**config.mk**
```make
export PLATFORM = sky130hd
export DESIGN_NAME = seg_scan_decoder
export DESIGN_NICKNAME = d
export VERILOG_FILES = /design/src/rtl/seg_scan_decoder.sv
export SDC_FILE = /design/constraint.sdc
export NUM_CORES = 1
export LEC_CHECK = 0
export ABC_AREA = 1
export ABC_CLOCK_PERIOD_IN_PS = 1800
export CAP_MARGIN = 10
export CORE_AREA = 2 2 96 98
export DETAILED_ROUTE_END_ITERATION = 7
export DIE_AREA = 0 0 98 100
export PLACE_DENSITY_LB_ADDON = 0.08
export SLEW_MARGIN = 15
export SYNTH_ARGS = -nofsm -noshare
export SYNTH_HDL_FRONTEND = slang
export SYNTH_SLANG_ARGS = --single-unit
```
**constraint.sdc**
```tcl
create_clock -name MCLK -period 1.8 [get_ports MCLK]
set_input_delay 0.36 -clock MCLK [delete_from_list [all_inputs] [get_ports MCLK]]
set_output_delay 0.36 -clock MCLK [all_outputs]
set_load 0.02 [all_outputs]
```
**src/rtl/seg_scan_decoder.sv**
```systemverilog
// rtl/seg_scan_decoder.sv - scanned 7-segment receive monitor: decode, frame assembly, debounce, publish
module seg_scan_decoder #(
  parameter int SETTLE_CYCLES  = 16,
  parameter int STABLE_FRAMES  = 2,
  parameter int TIMEOUT_CYCLES = 1000000
) (
  input  logic       MCLK,
  input  logic       RESET_N,
  input  logic [3:0] ANODE,
  input  logic [6:0] SEG,
  output logic [3:0] DIGIT_3,
  output logic [3:0] DIGIT_2,
  output logic [3:0] DIGIT_1,
  output logic [3:0] DIGIT_0,
  output logic       FRAME_VALID,
  output logic       CHANGED,
  output logic       BLANK,
  output logic       ERR
);

  localparam int SW = $clog2(SETTLE_CYCLES) + 1;
  localparam int FW = $clog2(STABLE_FRAMES) + 1;
  localparam int TW = $clog2(TIMEOUT_CYCLES) + 1;

  localparam logic [SW-1:0] SETTLE_LAST = SW'(SETTLE_CYCLES - 1);
  localparam logic [SW-1:0] SETTLE_MAX  = '1;
  localparam logic [FW-1:0] STABLE_TGT  = FW'(STABLE_FRAMES);
  localparam logic [TW-1:0] TIMEOUT_TGT = TW'(TIMEOUT_CYCLES);

  logic [3:0]       anode_q;
  logic [SW-1:0]    settle_cnt;
  logic             sampled;
  logic [3:0]       seen;
  logic [3:0][3:0]  capture;
  logic [3:0][3:0]  prev_frame;
  logic [3:0][3:0]  digit_q;
  logic [FW-1:0]    stable_cnt;
  logic             published;
  logic [TW-1:0]    blank_cnt;
  logic             frame_valid_q;
  logic             changed_q;
  logic             blank_q;
  logic             err_q;

  logic [3:0]       seg_code;
  logic             one_low;
  logic [1:0]       sel;
  logic             multi_low;
  logic             anode_change;
  logic [SW-1:0]    settle_nxt;
  logic             do_sample;
  logic             frame_done;
  logic             frame_same;
  logic [FW-1:0]    stable_nxt;
  logic             published_nxt;
  logic             do_publish;
  logic [TW-1:0]    blank_nxt;
  logic             blank_hit;

  always_comb begin
    seg_code = 4'hE;
    case (SEG)
      7'h40: seg_code = 4'h0;
      7'h79: seg_code = 4'h1;
      7'h24: seg_code = 4'h2;
      7'h30: seg_code = 4'h3;
      7'h19: seg_code = 4'h4;
      7'h12: seg_code = 4'h5;
      7'h02: seg_code = 4'h6;
      7'h78: seg_code = 4'h7;
      7'h00: seg_code = 4'h8;
      7'h10: seg_code = 4'h9;
      7'h7F: seg_code = 4'hF;
      default: seg_code = 4'hE;
    endcase
  end

  always_comb begin
    one_low = 1'b1;
    sel     = 2'd0;
    case (ANODE)
      4'b1110: sel = 2'd0;
      4'b1101: sel = 2'd1;
      4'b1011: sel = 2'd2;
      4'b0111: sel = 2'd3;
      default: one_low = 1'b0;
    endcase
  end

  assign multi_low    = !one_low && (ANODE != 4'hF);
  assign anode_change = (ANODE != anode_q);

  // settle_nxt is the hold count after this edge, so a dwell of exactly
  // SETTLE_CYCLES edges samples on its last edge.
  assign settle_nxt = anode_change ? '0 :
                      (settle_cnt == SETTLE_MAX) ? settle_cnt : settle_cnt + SW'(1);
  assign do_sample  = one_low && (settle_nxt == SETTLE_LAST) && !sampled;

  assign frame_done    = (seen == 4'hF);
  assign frame_same    = (capture == prev_frame);
  assign stable_nxt    = !frame_same ? FW'(1) :
                         (stable_cnt >= STABLE_TGT) ? STABLE_TGT : stable_cnt + FW'(1);
  assign published_nxt = frame_same ? published : 1'b0;
  assign do_publish    = frame_done && (stable_nxt >= STABLE_TGT) && !published_nxt;

  assign blank_nxt = (ANODE != 4'hF) ? '0 :
                     (blank_cnt >= TIMEOUT_TGT) ? TIMEOUT_TGT : blank_cnt + TW'(1);
  assign blank_hit = (blank_nxt == TIMEOUT_TGT);

  always_ff @(posedge MCLK) begin
    if (!RESET_N) begin
      anode_q       <= 4'hF;
      settle_cnt    <= '0;
      sampled       <= 1'b0;
      seen          <= 4'h0;
      capture       <= {4{4'hF}};
      prev_frame    <= {4{4'hF}};
      digit_q       <= {4{4'hF}};
      stable_cnt    <= '0;
      published     <= 1'b0;
      blank_cnt     <= '0;
      frame_valid_q <= 1'b0;
      changed_q     <= 1'b0;
      blank_q       <= 1'b0;
      err_q         <= 1'b0;
    end else begin
      anode_q       <= ANODE;
      settle_cnt    <= settle_nxt;
      blank_cnt     <= blank_nxt;
      err_q         <= anode_change && multi_low;
      frame_valid_q <= 1'b0;
      changed_q     <= 1'b0;

      if (anode_change) begin
        sampled <= 1'b0;
      end

      if (frame_done) begin
        seen       <= 4'h0;
        stable_cnt <= stable_nxt;
        published  <= published_nxt;
        prev_frame <= capture;
        if (do_publish) begin
          digit_q       <= capture;
          frame_valid_q <= 1'b1;
          changed_q     <= (capture != digit_q);
          published     <= 1'b1;
        end
      end

      // Never coincides with frame_done: a new sample needs at least two edges of dwell.
      if (do_sample) begin
        capture[sel] <= seg_code;
        seen[sel]    <= 1'b1;
        sampled      <= 1'b1;
      end

      if (blank_hit) begin
        blank_q    <= 1'b1;
        seen       <= 4'h0;
        stable_cnt <= '0;
        published  <= 1'b0;
      end else if (ANODE != 4'hF) begin
        blank_q <= 1'b0;
      end
    end
  end

  assign DIGIT_3     = digit_q[3];
  assign DIGIT_2     = digit_q[2];
  assign DIGIT_1     = digit_q[1];
  assign DIGIT_0     = digit_q[0];
  assign FRAME_VALID = frame_valid_q;
  assign CHANGED     = changed_q;
  assign BLANK       = blank_q;
  assign ERR         = err_q;

endmodule

```
==> impl_metrics.tcl, run 1 <==
set metrics [dict create \
    clock_latency_ns 0.36 \
    ys_top_cells_by_area "dfxtp_1 39%, nand2_1 14%, nand3_1 8.4%" \
    drive_gt1_share_pct 33.0 \
    reg2reg_slack_ns -0.06 \
    nNetsFinal 833 \
    hold_path_end "DIGIT_3[3]" \
    powerDensity_mw_per_mm2 536 \
    synth-edff-count 0 \
    synth_largest_area_cell "dfxtp_1" \
    yosysUniqueCellTypes 38 \
    die_h_um 100 \
    ys_warn_count 0 \
    hold_buffers 0 \
    fp-row-count 35 \
    cp_data_required_time_ns 2.10 \
    crit_fanout 5 \
    die_area_mm2 0.00980 \
    r2r_cells 12 \
    rsz0062_at_grt "yes" \
    dp_hpwl_mm 9.16 \
    netlist_instances 654 \
    ys.flop_type "dfxtp_1" \
    drv_cap 0 \
    cts_tree "built" \
    grt_antenna_before_repair 0 \
    viasPerCell 5.30 \
    die_x_um 98 \
    setup.worst_path.class "reg2reg" \
    cts-buffers-inserted 9 \
    ios 33 \
    wl_mm 13.0 \
    setup_violations 24 \
    fillerInstances 722 \
    grt_pass1_wl_mm 21.0 \
    grt_usage_pct 26.3 \
    status "complete, but fails checks" \
    vias 4948 \
    peakVddDrop_mv 0.375 \
    min_path_cells 3 \
    path_cells "ha_4, nand2_2, inv_2, nand2_4, nor2_4, buf_6, nor2_1, nor3_4, nand3b_1, nand2_1, inv_1, nor2_1" \
    synthToLayoutAreaGrowth_pct 45.2 \
    path_common_cell "nor2_1" \
    n_antenna_cell 0 \
    synth-seq-cells 90 \
    crit_slowest_cell "dfxtp_2" \
    cts.sinks 90 \
    hp-class "in2reg" \
    wire_per_inst_um 13.9 \
    drc_errors 0 \
    synth.avg_cell_area_um2 7.00 \
    clock.fmax_ghz 0.537 \
    slowest_delay_ns 0.36 \
    core_area_mm2 0.00889 \
    h-tree-depth 3 \
    synth-seq-area-share_pct 39.4 \
    synth_area_mm2 0.00458 \
    final_cells 933 \
    period_needed_ns 1.86 \
    worstHoldStart "RESET_N" \
    initial_core_util_pct 51.5 \
    violations "setup timing" \
    synthArstFlopShare_pct 0 \
    dpl.cell_count 893 \
    total_power_mw 3.56 \
    r2r_start "settle_cnt[0]" \
    port_buffers 32 \
    grt-ovfl-total 0 \
    worst_slack_ns -0.0638 \
    end_kind "register" \
    slew-limit-headroom_pct 63.0 \
    path_clk_slew_ns 0.09 \
    worstSetupStartpointType "register" \
    p_leak_nw 3.03 \
    yosysTopAreaCellShare_pct 39.4 \
    finClkSkew_ns 0.0129 \
    ant_nets 0 \
    rr_endpoint "seen[0]" \
    cp.arrival_ns 2.16 \
    cts_buffer_depth 2 \
    syn_nets 670 \
    gp_congestion 0.894 \
    drv_slew 0 \
    first_global_vias 4479 \
    tightest_slew_ns 0.550 \
    grt_max_degree 56 \
    drt_first_pass_iters 5 \
    final-hold-violation-count 0 \
    finalCritPeriodShare_pct 104 \
    cts-root-buf "clkbuf_8" \
    drtIter0Drc 290 \
]
cell families after synthesis:
group | after synthesis | synth area share [%]
buf+inv | 81 | 6.89
other cells | 1 | 0.0819
fa+ha+maj | 3 | 0.820
compound gates | 34 | 4.21
xor+xnor | 34 | 6.51
simple gates | 411 | 42.1
flops | 90 | 39.4
state kept, by name, indices dropped and copies added (netlist names):
| register | flops |
|---|---|
| FRAME_VALID | 1 |
| ERR | 1 |
| DIGIT_3 | 4 |
| DIGIT_1 | 4 |
| blank_cnt | 21 |
| prev_frame | 16 |
| DIGIT_0 | 4 |
| published | 1 |
| capture | 16 |
| anode_q | 4 |
| sampled | 1 |
| BLANK | 1 |
| CHANGED | 1 |
| DIGIT_2 | 4 |
| seen | 4 |
| settle_cnt | 5 |
| stable_cnt | 2 |
through the flow:
stage	hold WS, ns	setup WS, ns	TNS, ns	cell area, um^2	utilization (%)
finish	0.436	-0.0638	-0.954	6640	74.7
global route	0.441	-0.234	-4.13	6640	74.7
CTS	0.434	-0.0970	-1.59	6320	71.1
detailed placement	0.470	-0.639	-16.92	5820	65.5
global placement	0.464	-0.554	-13.37	5820	65.5
floorplan	0.457	0.000301	0	4580	-
worst max-delay path, delay by kind of cell, from the launching register on:
kind | cells | cell delay (ns)
simple gates | 8 | 1.07
flops | 1 | 0.36
buf+inv | 3 | 0.23
fa+ha+maj | 1 | 0.13
area by class of cell:
cell class              instances  area [um^2]  area share (%)
repair buffers                168         1380            20.8
multi-input cells             484         2870            43.2
well taps                     111          139            2.09
inverters                      64          243            3.65
clock inverters                 6         48.8           0.734
flip-flops and latches         90         1830            27.6
clock buffers                  10          128            1.92
layout by cell type (no fill, tap or decap), types with 3 or more instances in the layout:
| cell | count |
|---|---|
| inv_1 | 59 |
| o21ai_2 | 4 |
| inv_2 | 3 |
| xnor2_2 | 3 |
| xnor2_1 | 22 |
| xor2_1 | 8 |
| or2_1 | 3 |
| nand3b_1 | 7 |
| dfxtp_2 | 22 |
| dlygate4sd2_1 | 4 |
| nand2_4 | 3 |
| nor3_1 | 14 |
| clkbuf_8 | 9 |
| nor2_4 | 13 |
| nand2_2 | 12 |
| nand3_4 | 8 |
| a21oi_1 | 8 |
| clkinvlp_4 | 3 |
| nand3_2 | 9 |
| nor3_2 | 6 |
| nand3_1 | 63 |
| nor2_1 | 48 |
| nand4_1 | 33 |
| dfxtp_1 | 67 |
| o211ai_1 | 5 |
| clkdlybuf4s50_1 | 27 |
| buf_4 | 123 |
| nand2_1 | 161 |
| inv_6 | 3 |
| o21ai_0 | 8 |
| nor2_2 | 18 |
| or2_2 | 5 |
| buf_6 | 11 |
how the worst max path moves through the flow:
stage / startpoint / slack [ns] / endpoint
global placement: ANODE[1] / -0.55 / capture[11]
detailed placement: ANODE[1] / -0.64 / capture[11]
CTS: settle_cnt[0] / -0.1 / capture[10]
floorplan: blank_cnt[0] / 0.0003 / published
finish: settle_cnt[0] / -0.06 / seen[0]
global route: settle_cnt[0] / -0.23 / seen[0]
routing by layer:
layer	track usage [%]	part of all wire (%)	vias up
met4	5.98	1.2	0
li1	-	-	2457
met2	43.6	48	131
met1	36.4	45	2341
met5	0	0	-
met3	4.11	4.9	19
power by group:
group,internal (mW),total (mW),switching (mW)
clock,0.518,1.31,0.788
combinational,0.114,0.252,0.137
sequential,2.00,2.00,0.00533
what timing repair did:
item	4_1_cts	5_1_grt
gates cloned	1	1
pin swaps	23	27
resized for setup	73	68
buffers inserted	12	10
endpoints found under the setup margin	43	43
cell usage after synthesis (2+ instances only):
master / n
inv_1: 63
o21ai_0: 12
nand2_1: 176
dfxtp_1: 90
xor2_1: 9
nor2_4: 4
nand3_1: 77
buf_2: 3
clkbuf_1: 12
nor4_1: 2
nor2_1: 73
or2_2: 5
nor3_4: 2
o22ai_1: 2
a21oi_1: 10
nand3b_1: 7
nor2_2: 2
xnor2_1: 25
or2_1: 3
a21o_1: 2
o211ai_1: 5
nor3_1: 19
a31oi_1: 2
ha_1: 3
nand4_1: 33
No activity file was read; power rests on OpenSTA's default activity.
==> run 2: changes to the inputs <==
- ABC_AREA: 1 -> not set
- CAP_MARGIN: 10 -> 20
==> run 2 against run 1 <==
Synthesized cell count down 20%. Cell count down 17%. The run still ends with setup timing left. Critical path depth decreased by 2. Flip-flop and latch count unchanged. Sequential share of layout area rose by 0.88 points. Total power is 2.1% higher. Clock power up 5%. Global-route usage is 2.1 points lower. Register-to-register slack lost 0.18 ns. Cell area down 2.7%. Critical path type unchanged. Sequential power hardly changed. Synthesized area shrank 0.71%.
==> impl_metrics.tcl, run 2 <==
set metrics [dict create \
    first_global_vias 4093 \
    end_kind "register" \
    synthTopCellsByCount "90 x dfxtp_1, 71 x nand2_1, 31 x nand3_1, 31 x xnor2_1, 30 x nor2_1" \
    die_x_um 98 \
    cts-root-buf "clkbuf_8" \
    wl_mm 12.1 \
    status "complete, but fails checks" \
    grt_usage_pct 24.2 \
    peakVddDrop_mv 0.321 \
    worstSetupStartpointType "register" \
    clock.fmax_ghz 0.489 \
    path_cells "buf_12, ha_4, nand3_4, buf_6, nand3_1, mux2i_2, o221ai_2, nor4_4, buf_6, nor4b_2" \
    crit_fanout 7 \
    period_needed_ns 2.05 \
    total_power_mw 3.63 \
    nNetsFinal 673 \
    cts_tree "built" \
    p_leak_nw 2.59 \
    initial_core_util_pct 51.1 \
    final_common_cell "buf_4" \
    finClkSkew_ns 0.0208 \
    cp_data_required_time_ns 2.05 \
    drt_first_pass_iters 5 \
    mostFrequentLayoutCells "111 x buf_4, 70 x nand2_1, 66 x dfxtp_1" \
    drive_gt1_share_pct 35.5 \
    yosysUniqueCellTypes 63 \
    seq_area_mm2 0.00184 \
    setup_violations 40 \
    synth-edff-count 0 \
    cts.sinks 90 \
    top_register "blank_cnt" \
    rsz0062_at_grt "yes" \
    drc_errors 0 \
    ios 33 \
    wire_per_inst_um 15.6 \
    port_buffers 32 \
    synthArstFlopShare_pct 0 \
    hp-class "in2reg" \
    viasPerCell 5.47 \
    reg_top3 "blank_cnt x21, capture x16, prev_frame x16" \
    dp_hpwl_mm 8.28 \
    largest_register_ffs 21 \
    powerDensity_mw_per_mm2 562 \
    syn_nets 536 \
    yosysTopAreaCellShare_pct 39.6 \
    drv_slew 0 \
    met3_usage_pct 2.72 \
    synth-seq-area-share_pct 39.6 \
    crit_slowest_cell "dfxtp_4" \
    drtIter0Drc 198 \
    synthToLayoutAreaGrowth_pct 42.2 \
    gr-max-usage-layer "met2" \
    path_clk_slew_ns 0.11 \
    ys_top_cells_by_area "dfxtp_1 40%, mux2i_1 6.2%, xnor2_1 6.0%" \
    synth_area_mm2 0.00454 \
    final_cells 773 \
    h-tree-depth 3 \
    path_common_cell "buf_6" \
    n_antenna_cell 0 \
    grt_max_degree 20 \
    synth_largest_area_cell "dfxtp_1" \
    grt_util_met2_pct 41.6 \
    core_area_mm2 0.00889 \
    setup.worst_path.class "reg2reg" \
    netlist_instances 520 \
    synth-seq-cells 90 \
    violations "setup timing" \
    cts_buffer_depth 2 \
    grt_antenna_before_repair 0 \
    place_ws_ns -0.695 \
    fillerInstances 691 \
    grt_pass1_wl_mm 19.3 \
    grt-ovfl-total 0 \
    vias 4225 \
    ys_warn_count 0 \
    worst_slack_ns -0.246 \
    clock_latency_ns 0.38 \
    dpl.cell_count 735 \
    drv_cap 0 \
    die_h_um 100 \
    gp_congestion 0.843 \
    die_area_mm2 0.00980 \
    ys.flop_type "dfxtp_1" \
    slowest_delay_ns 0.38 \
    cp.arrival_ns 2.30 \
    multiInputGateArea_mm2 0.00285 \
    finalCritPeriodShare_pct 114 \
    ant_nets 0 \
    grtUsageMet1_pct 31.3 \
    cts-buffers-inserted 9 \
    final-hold-violation-count 0 \
    synth_most_common_cell "dfxtp_1" \
    synth.avg_cell_area_um2 8.74 \
    fp-row-count 35 \
]
==> run 2: cell count changes in the layout (fill, tap and decap cells not counted), sizes merged, moves of 7 or more <==
cell    before  now
nor2        79   30
nand3       80   33
nand2b       0    8
a21oi       10   26
nor4         2   19
nand2      177   72
and3         0    7
xor2         9   28
inv         66   11
mux2i        0   28
nand4       33   23
or2          9    0
o21ai       13    6
==> run 2: critical path: cells and delay by family, from the launching register on <==
kind / cells / cell delay, ns
simple gates: 4 / 0.56
buf+inv: 3 / 0.44
flops: 1 / 0.38
mux: 1 / 0.23
fa+ha+maj: 1 / 0.17
compound gates: 1 / 0.14
==> run 2: timing repair <==
action / CTS / global route
buffers inserted: 7 / 13
setup endpoints to repair: 55 / 64
gates cloned: 1 / 2
hold buffers: 0 / 0
pin swaps: 21 / 30
resized for setup: 48 / 38
==> run 2: path summary, 6_finish.rpt <==
| path | to | cells after the start | slack, ns | from |
|---|---|---|---|---|
| hold / removal | DIGIT_2[1] | 3 | 0.43 | RESET_N |
| setup reg to reg | seen[2] | 10 | -0.25 | blank_cnt[1] |
| hold reg to reg | prev_frame[0] | 2 | 0.49 | prev_frame[0] |
| setup / recovery | seen[2] | 10 | -0.25 | blank_cnt[1] |
==> run 2: report_power, final <==
| group | internal [mW] | switching [mW] |
|---|---|---|
| registers | 2.00 | 0.00691 |
| clock network | 0.538 | 0.841 |
| logic | 0.116 | 0.137 |
==> run 2: cells by family (layout without fill, tap and decap cells) <==
logic type | count (synthesis) | after routing | share of synthesized area, %
buf+inv | 47 | 189 | 4.54
simple gates | 231 | 231 | 28.0
fa+ha+maj | 3 | 3 | 0.826
xor+xnor | 59 | 59 | 11.4
flops | 90 | 90 | 39.6
mux | 28 | 28 | 6.17
other cells | 1 | 1 | 0.0825
compound gates | 61 | 61 | 9.36
==> run 2: metrics by stage <==
step	util [%]	hold WS [ns]	area, um^2	setup TNS [ns]
after floorplan	-	0.454	4740	-1.56
after global placement	64.9	0.470	5770	-20.05
after detailed placement	64.9	0.475	5770	-23.20
after CTS	69.8	0.416	6200	-6.67
after global routing	72.7	0.440	6460	-9.15
final	72.7	0.434	6460	-5.83
==> run 2: final cells by class <==
class	instances	area share (%)
Multi-Input combinational cell	383	44.1
Sequential cell	90	28.5
Timing Repair Buffer	164	21.8
Tap cell	111	2.15
Clock buffer	9	1.92
Clock inverter	7	1.08
Inverter	9	0.523
==> run 2: routing by layer <==
metal	part of all wire [%]	vias to the layer above
li1	-	2098
met1	45	2026
met2	50	83
met3	3.4	18
met4	1.7	0
met5	0	-
==> run 3: changes to the inputs <==
- SETUP_SLACK_MARGIN: not set -> 0.3
==> run 3 against run 2 <==
The flow still finishes with violations (setup timing). Count of clock-buffer cells in the layout did not move. Non-clock buffer count is 13 higher. Cell count up 1.7%. Clock skew is 0.0057 ns lower.
==> impl_metrics.tcl, run 3 (synthesis results as in run 2) <==
set metrics [dict create \
    status "complete, but fails checks" \
    violations "setup timing" \
    first_global_vias 4223 \
    finalCritPeriodShare_pct 112 \
    finalSetupTns_ns -6.75 \
    mostFrequentLayoutCells "113 x buf_4, 69 x nand2_1, 65 x dfxtp_1" \
    slew-limit-headroom_pct 51.1 \
    die_h_um 100 \
    drive_gt1_share_pct 40.1 \
    rsz0062_at_grt "yes" \
    cts_tree "built" \
    dpl.cell_count 734 \
    slowest_delay_ns 0.39 \
    cts-buffers-inserted 9 \
    core_area_mm2 0.00889 \
    ant_nets 0 \
    final_util_pct 76.4 \
    fp-row-count 35 \
    p_leak_nw 2.76 \
    cts_buffer_depth 2 \
    holdWs_ns 0.412 \
    tightest_slew_ns 0.729 \
    drt_first_pass_iters 6 \
    ios 33 \
    crit_slowest_cell "dfxtp_4" \
    worstHoldStart "ANODE[2]" \
    grt_usage_pct 25.0 \
    setup.worst_path.class "reg2reg" \
    worst_slack_ns -0.216 \
    viasPerCell 5.56 \
    nNetsFinal 686 \
    largest_register_ffs 21 \
    h-tree-depth 3 \
    seq_area_mm2 0.00185 \
    die_x_um 98 \
    path_common_cell "buf_4" \
    reg_top3 "blank_cnt x21, capture x16, prev_frame x16" \
    cp_data_required_time_ns 2.03 \
    peakVddDrop_mv 0.485 \
    hold_buffers 0 \
    top_register "blank_cnt" \
    wl_mm 13.1 \
    dp_hpwl_mm 8.18 \
    grt_antenna_before_repair 0 \
    min_path_cells 3 \
    initial_core_util_pct 51.1 \
    drtIter0Drc 182 \
    multiInputGateArea_mm2 0.00299 \
    grt_max_degree 31 \
    path_cells "ha_4, nand3_4, buf_4, o32ai_1, nand3_1, buf_4, nor4_4, buf_6, nor4b_4" \
    path_clk_slew_ns 0.10 \
    grt-ovfl-total 0 \
    gp_congestion 0.860 \
    die_area_mm2 0.00980 \
    final_cells 786 \
    end_kind "register" \
    critPathBufInv 3 \
    clock_latency_ns 0.37 \
    r2r_cells 9 \
    final_common_cell "buf_4" \
    grt_pass1_wl_mm 20.1 \
    clock.fmax_ghz 0.496 \
    drc_errors 0 \
    startpoint "blank_cnt[1]" \
    cts.sinks 90 \
    finClkSkew_ns 0.0151 \
    powerDensity_mw_per_mm2 588 \
    final-hold-violation-count 0 \
    worstSetupStartpointType "register" \
    crit_fanout 7 \
    setup_violations 48 \
    r2r_start "blank_cnt[1]" \
    cts-root-buf "clkbuf_8" \
    period_needed_ns 2.02 \
    drv_slew 0 \
    drv_cap 0 \
    hp-class "in2reg" \
    synthToLayoutAreaGrowth_pct 49.4 \
    wire_per_inst_um 16.6 \
    port_buffers 32 \
    cp.arrival_ns 2.25 \
    fillerInstances 643 \
    n_antenna_cell 0 \
    crit_family "simple AND/OR/NAND/NOR gates" \
    cp.depth 9 \
    vias 4367 \
]
-- run 3: changes by cell type in the layout (fill, tap and decap cells not counted), sizes merged --
cell and delta:
bufinv +3, clkdlybuf4s15 +5, inv -1, clkinvlp -1, dlygate4sd2 +20, clkdlybuf4s50 -20, clkinv -1, buf +13
clkbuf -3, dlymetal6s2s -2
-- run 3: worst min-delay path: stages --
cell            delay [ns]
dlymetal6s2s_1        0.14
buf_4                 0.16
nand2b_1              0.09
-- run 3: report_power, final --
part	total, mW	switching (mW)	internal (mW)
combinational	0.269	0.144	0.125
sequential	2.00	0.00731	1.99
clock	1.73	0.795	0.932
-- run 3: layout make-up --
class	instances	share of cell area, %
Sequential cell	90	27.2
Clock buffer	9	1.82
Inverter	9	0.498
Clock inverter	7	1.81
Tap cell	111	2.05
Timing Repair Buffer	177	22.6
Multi-Input combinational cell	383	44.0
-- run 3: path summary, 6_finish.rpt --
| kind | to | slack [ns] |
|---|---|---|
| worst max-delay path | seen[2] | -0.22 |
| worst min register to register | prev_frame[13] | 0.49 |
| worst max register to register | seen[2] | -0.22 |
| worst min-delay path | anode_q[2] | 0.41 |
-- run 3: routing by layer --
| layer | vias to the layer above | global-route usage, % | wire, um |
|---|---|---|---|
| li1 | 2134 | - | - |
| met1 | 2097 | 29.7 | 5480 |
| met2 | 106 | 45.8 | 6770 |
| met3 | 30 | 3.55 | 446 |
| met4 | 0 | 9.19 | 366 |
| met5 | - | 0 | 0 |
-- run 3: metrics by stage --
stage          setup WS [ns]  power [mW]  cell area (um^2)
6_report              -0.216        3.99              6790
5_1_grt               -0.343        4.10              6790
4_1_cts               -0.212        3.98              6520
3_5_place_dp          -0.618        2.29              5780
3_3_place_gp          -0.555        2.29              5780
2_1_floorplan         -0.154        2.21              4800
-- run 3: timing repair --
action                                  in CTS  in global routing
buffers inserted                            27                  8
pin swaps                                   28                 21
cloned                                       0                  1
resized for setup                          100                 48
endpoints found under the setup margin      84                 72
